## src/rtl/i2c_req_arbiter_if.sv

```systemverilog
// i2c_req_arbiter_if: requester and CoreI2C master signals shared by the arbiter and its environment.
interface i2c_req_arbiter_if;
  logic [1:0]  req_i;
  logic [15:0] req_cmd0_i;
  logic [15:0] req_cmd1_i;
  logic [1:0]  gnt_o;
  logic [1:0]  done_o;
  logic [1:0]  status_o;
  logic [7:0]  rdata_o;
  logic        m_start_o;
  logic [15:0] m_cmd_o;
  logic        m_abort_o;
  logic        m_busy_i;
  logic        m_done_i;
  logic        m_nack_i;
  logic [7:0]  m_rdata_i;
  modport slave (
    input  req_i, req_cmd0_i, req_cmd1_i, m_busy_i, m_done_i, m_nack_i, m_rdata_i,
    output gnt_o, done_o, status_o, rdata_o, m_start_o, m_cmd_o, m_abort_o
  );
  modport master (
    output req_i, req_cmd0_i, req_cmd1_i, m_busy_i, m_done_i, m_nack_i, m_rdata_i,
    input  gnt_o, done_o, status_o, rdata_o, m_start_o, m_cmd_o, m_abort_o
  );
endinterface

```

## src/rtl/i2c_req_arbiter.sv

```systemverilog
// i2c_req_arbiter: round-robin sharing of one I2C master between two requesters.
// Define I2C_ARB_TIMEOUT_EN to build the watchdog, the ABORT state and m_abort_o.
module i2c_req_arbiter #(
  parameter int TO_W    = 16,
  parameter int TIMEOUT = 50000
) (
  input logic FAB_CCC_GL0,
  input logic FAB_RESET_N,
  i2c_req_arbiter_if.slave bus
);
  if (TIMEOUT < 2 || 64'(TIMEOUT) >= (64'd1 << TO_W)) begin : g_bad_cfg
    $error("TIMEOUT must be >= 2 and < 2**TO_W");
  end
  typedef enum logic [2:0] {
    IDLE,
    ISSUE,
    WAIT,
`ifdef I2C_ARB_TIMEOUT_EN
    ABORT,
`endif
    COMPLETE
  } state_t;
  state_t      state_q, state_d;
  logic        win_q, win_d;
  logic [15:0] cmd_q, cmd_d;
  logic [1:0]  status_q, status_d;
  logic [7:0]  rdata_q, rdata_d;
  logic        start, abort;
`ifdef I2C_ARB_TIMEOUT_EN
  logic [TO_W-1:0] to_q, to_d;
`endif
  always_comb begin
    state_d  = state_q;
    win_d    = win_q;
    cmd_d    = cmd_q;
    status_d = status_q;
    rdata_d  = rdata_q;
    start    = 1'b0;
    abort    = 1'b0;
`ifdef I2C_ARB_TIMEOUT_EN
    to_d     = to_q;
`endif
    case (state_q)
      IDLE: if (|bus.req_i) begin
        // On a tie the requester that was not served last wins.
        win_d   = (bus.req_i == 2'b11) ? ~win_q : bus.req_i[1];
        cmd_d   = win_d ? bus.req_cmd1_i : bus.req_cmd0_i;
        state_d = ISSUE;
      end
      ISSUE: if (!bus.m_busy_i) begin
        start   = 1'b1;
        state_d = WAIT;
`ifdef I2C_ARB_TIMEOUT_EN
        to_d    = '0;
`endif
      end
      WAIT: if (bus.m_done_i) begin
        status_d = {1'b0, bus.m_nack_i};
        rdata_d  = (cmd_q[8] && !bus.m_nack_i) ? bus.m_rdata_i : rdata_q;
        state_d  = COMPLETE;
      end
`ifdef I2C_ARB_TIMEOUT_EN
      else if (to_q == TO_W'(TIMEOUT - 1)) begin
        abort   = 1'b1;
        state_d = ABORT;
      end else begin
        to_d = to_q + 1'b1;
      end
      ABORT: if (!bus.m_busy_i) begin
        status_d = 2'b10;
        state_d  = COMPLETE;
      end
`endif
      COMPLETE: state_d = IDLE;
      default:  state_d = IDLE;
    endcase
  end
  always_ff @(posedge FAB_CCC_GL0 or negedge FAB_RESET_N) begin
    if (!FAB_RESET_N) begin
      state_q  <= IDLE;
      win_q    <= 1'b1;
      cmd_q    <= '0;
      status_q <= '0;
      rdata_q  <= '0;
`ifdef I2C_ARB_TIMEOUT_EN
      to_q     <= '0;
`endif
    end else begin
      state_q  <= state_d;
      win_q    <= win_d;
      cmd_q    <= cmd_d;
      status_q <= status_d;
      rdata_q  <= rdata_d;
`ifdef I2C_ARB_TIMEOUT_EN
      to_q     <= to_d;
`endif
    end
  end
  assign bus.gnt_o     = (state_q == IDLE) ? 2'b00 : (win_q ? 2'b10 : 2'b01);
  assign bus.done_o    = (state_q == COMPLETE) ? (win_q ? 2'b10 : 2'b01) : 2'b00;
  assign bus.status_o  = status_q;
  assign bus.rdata_o   = rdata_q;
  assign bus.m_cmd_o   = cmd_q;
  assign bus.m_start_o = start;
  assign bus.m_abort_o = abort;
endmodule

```

## src/flat_wrapper.sv

```systemverilog
// flat-port wrapper written by rule: the top's interface ports become plain ports
module i2c_req_arbiter_flat 
#(
  parameter int TO_W    = 16,
  parameter int TIMEOUT = 50000
)
  (FAB_CCC_GL0, FAB_RESET_N, bus_req_i, bus_req_cmd0_i, bus_req_cmd1_i, bus_m_busy_i, bus_m_done_i, bus_m_nack_i, bus_m_rdata_i, bus_gnt_o, bus_done_o, bus_status_o, bus_rdata_o, bus_m_start_o, bus_m_cmd_o, bus_m_abort_o);
  i2c_req_arbiter_if bus_i ();
  input logic FAB_CCC_GL0;
  input logic FAB_RESET_N;
  input wire logic [$bits(bus_i.req_i)-1:0] bus_req_i;
  input wire logic [$bits(bus_i.req_cmd0_i)-1:0] bus_req_cmd0_i;
  input wire logic [$bits(bus_i.req_cmd1_i)-1:0] bus_req_cmd1_i;
  input wire logic [$bits(bus_i.m_busy_i)-1:0] bus_m_busy_i;
  input wire logic [$bits(bus_i.m_done_i)-1:0] bus_m_done_i;
  input wire logic [$bits(bus_i.m_nack_i)-1:0] bus_m_nack_i;
  input wire logic [$bits(bus_i.m_rdata_i)-1:0] bus_m_rdata_i;
  output wire logic [$bits(bus_i.gnt_o)-1:0] bus_gnt_o;
  output wire logic [$bits(bus_i.done_o)-1:0] bus_done_o;
  output wire logic [$bits(bus_i.status_o)-1:0] bus_status_o;
  output wire logic [$bits(bus_i.rdata_o)-1:0] bus_rdata_o;
  output wire logic [$bits(bus_i.m_start_o)-1:0] bus_m_start_o;
  output wire logic [$bits(bus_i.m_cmd_o)-1:0] bus_m_cmd_o;
  output wire logic [$bits(bus_i.m_abort_o)-1:0] bus_m_abort_o;
  assign bus_i.req_i = bus_req_i;
  assign bus_i.req_cmd0_i = bus_req_cmd0_i;
  assign bus_i.req_cmd1_i = bus_req_cmd1_i;
  assign bus_i.m_busy_i = bus_m_busy_i;
  assign bus_i.m_done_i = bus_m_done_i;
  assign bus_i.m_nack_i = bus_m_nack_i;
  assign bus_i.m_rdata_i = bus_m_rdata_i;
  assign bus_gnt_o = bus_i.gnt_o;
  assign bus_done_o = bus_i.done_o;
  assign bus_status_o = bus_i.status_o;
  assign bus_rdata_o = bus_i.rdata_o;
  assign bus_m_start_o = bus_i.m_start_o;
  assign bus_m_cmd_o = bus_i.m_cmd_o;
  assign bus_m_abort_o = bus_i.m_abort_o;
  i2c_req_arbiter #(.TO_W(TO_W), .TIMEOUT(TIMEOUT)) u_core (.FAB_CCC_GL0(FAB_CCC_GL0), .FAB_RESET_N(FAB_RESET_N), .bus(bus_i));
endmodule
```

## config.mk

```make
export PLATFORM = sky130hd
export DESIGN_NAME = i2c_req_arbiter_flat
export DESIGN_NICKNAME = d
export VERILOG_FILES = /design/src/rtl/i2c_req_arbiter_if.sv /design/src/rtl/i2c_req_arbiter.sv /design/src/flat_wrapper.sv
export SDC_FILE = /design/constraint.sdc
export NUM_CORES = 1
export LEC_CHECK = 0
export ABC_AREA = 1
export CORE_UTILIZATION = 39
export DETAILED_ROUTE_END_ITERATION = 8
export PLACE_DENSITY = 0.77
export SYNTH_ARGS = -nofsm -noshare
export SYNTH_HDL_FRONTEND = slang
export SYNTH_SLANG_ARGS = --single-unit
```

## constraint.sdc

```tcl
create_clock -name FAB_CCC_GL0 -period 3.2 [get_ports FAB_CCC_GL0]
set_input_delay 0.64 -clock FAB_CCC_GL0 [delete_from_list [all_inputs] [get_ports FAB_CCC_GL0]]
set_output_delay 0.64 -clock FAB_CCC_GL0 [all_outputs]
set_load 0.02 [all_outputs]
```

==> metrics.txt <==
hold path cells 2; Distinct cells, synth 20; CP Launch Type input pin; Power Dens Cells 851.7 mW/mm2; share of cells above drive strength 1 0.05072; number of setup violations in the final report 0; Synth Area per Inst 7.823 um2; post-route clock period utilization 0.7514; TNS Setup 0 ns; FMAX 0.4159 GHz; initial antenna violation count 0; max-cap violation count 0; Hold Slack 0.4817 ns; cts repair resizes 0; core area 0.003771 mm2; area growth from synthesis to layout 52.81%; crit path time final 2.404 ns; clk sinks 28; crit end category output port; ANT cells 0; drt first-iter violations 48; clk_skew 0.001982 ns; count of pins over their slew limit 0; GPL Wtd Cong 0.7003; remaining global-route overflow 0; reg-to-reg startpoint u_core.state_q[0]; Port Buf Inserts 76; pin count of the biggest net entering global routing 29; final WL 3.635 mm; unrepaired setup endpoints after global routing no; multi-input logic area 695.7 um2; mapped cell area 0.001580 mm2; total number of vias 1490; DR pass1 iterations 4; Seq/Total Area, Yosys 0.4442; Syn Inst Count 202; CTS Buffer Depth 2; Post-CTS Setup Bufs 0; chip width 65.66 um; worst endpoint data arrival time 1.76 ns; Initial Util 0.4190; Hold Buf Count CTS 0; num rows 22; TritonCTS buffer count 3; Clock H-tree levels 1; drt wl/cell 11.22 um; HP Start u_core.bus.rdata_o[3]; dpl cells 320; cell leakage power 1.210 nW; first-pass GRT wire length 6.189 mm; CP Launch Point bus_m_busy_i; worst-path maximum fanout 2; Synth Register Bits 28; fin nets 328; Post-DRT Antenna Nets 0; Yosys warning count 0; outcome completed; Root Driver clkbuf_8; die area 0.004311 mm2; FF+latch area 701.9 um2; worst skew pair latency 0.27 ns; worst-case reg-to-reg path depth 7; I/O Pins 79; via-per-instance ratio 4.599; Die Span Y 65.66 um; Final Non-Filler Cells 324; critical path class in2out; DPL Wire Length 2.709 mm; DRC Markers 0; fill count 358; worst-case vdd ir drop 0.4626 mV; Hold Crit Class reg2reg; CTS clock-pin slew for the worst setup and hold paths 0.10 ns; Hold Vio Cnt, Final 0; CP required 2.56 ns; GRT Util Overall 0.1860; TritonCTS clock tree built; vias in the first global route 1364
[sequential cells by signal (all words and copies together) (netlist names)]
| signal | flops |
|---|---|
| u_core.bus.status_o | 1 |
| u_core.bus.rdata_o | 8 |
| u_core.win_q | 1 |
| u_core.bus.m_cmd_o | 16 |
| u_core.state_q | 2 |
[critical path, stage by stage]
cell	delay, ns
clkdlybuf4s50_1	0.42
nor2_1	0.11
clkdlybuf4s50_1	0.60
[final timing paths]
| kind | slack (ns) | end |
|---|---|---|
| max in group asynchronous | 2.16 | u_core.win_q |
| worst min-delay path | 0.48 | u_core.bus.rdata_o[3] |
| min in group asynchronous | 0.74 | u_core.bus.m_cmd_o[9] |
| worst max-delay path | 0.80 | bus_m_start_o |
| worst max register to register | 1.65 | u_core.bus.rdata_o[5] |
| worst min register to register | 0.48 | u_core.bus.rdata_o[3] |
[synth_stat cells]
cell	count	area, um2
a21oi_1	1	5.000
buf_2	1	5.000
buf_4	3	22.52
buf_6	4	45.04
clkbuf_1	1	3.750
conb_1	1	3.750
dfrtp_1	27	675.7
dfstp_2	1	26.28
ha_1	4	50.05
inv_1	26	97.59
inv_2	1	3.750
inv_6	1	8.760
nand2_1	76	285.3
nand2_4	2	22.52
nand3_1	27	135.1
nand3b_1	16	120.1
nor2_1	6	22.52
nor2_4	2	22.52
nor2_8	1	20.02
o21ai_0	1	5.000
[layer usage]
metal  up-vias  wire length [um]  GRT usage  share of wire
met5         -                 0          0              0
met4         0                19    0.03261         0.0052
met3         2               223    0.04688          0.061
met2        45              1791     0.3265           0.49
met1       676              1601     0.2297           0.44
li1        767                 -          -              -
[cell type report]
class                           count  area share
Inverter                           28     0.04560
Clock inverter                      1     0.01244
Multi-Input combinational cell    138      0.2881
Timing Repair Buffer               78      0.3212
Tap cell                           48     0.02487
Sequential cell                    28      0.2907
Clock buffer                        3     0.01710
[cells in the final DEF (no fill, tap or decap)]
master	netlist	layout
nand2_4	2	2
o21ai_0	1	1
nor2_8	1	1
a21oi_1	1	1
nor2_1	6	6
ha_1	4	4
nand3_1	27	27
bufinv_16	0	1
dfstp_2	1	1
buf_4	3	2
inv_2	1	1
nor2_4	2	2
inv_1	26	26
inv_6	1	1
clkdlybuf4s50_1	0	76
nand3b_1	16	16
clkbuf_8	0	3
dfrtp_1	27	27
nand2_1	76	76
conb_1	1	2
[cells by family (layout without fill, tap and decap cells)]
kind of cell    after synthesis  in the layout  share of synthesized area
simple gates                130            130                     0.3975
other cells                   1              2                   0.002373
compound gates                2              2                   0.006328
flops                        28             28                     0.4442
fa+ha+maj                     4              4                    0.03167
buf+inv                      37            110                     0.1180
[power by group]
| group | total, W | internal [W] | leakage [nW] | switching (W) |
|---|---|---|---|---|
| Sequential | 0.000652 | 0.000530 | 0.342 | 0.000122 |
| Combinational | 0.00113 | 0.000516 | 0.832 | 0.000610 |
| Clock | 0.000279 | 0.000168 | 0.0357 | 0.000112 |
[metrics by stage]
stage	total power, W	worst slack, ns	area, um2	util
4_1_cts	0.002083	0.7879	2415	0.6403
5_1_grt	0.002217	0.6849	2415	0.6403
6_report	0.002057	0.7956	2415	0.6403
3_3_place_gp	0.001777	0.8063	2344	0.6214
2_1_floorplan	0.001312	1.587	1584	-
3_5_place_dp	0.001798	0.7885	2344	0.6214
No activity file was read; power rests on OpenSTA's default activity.
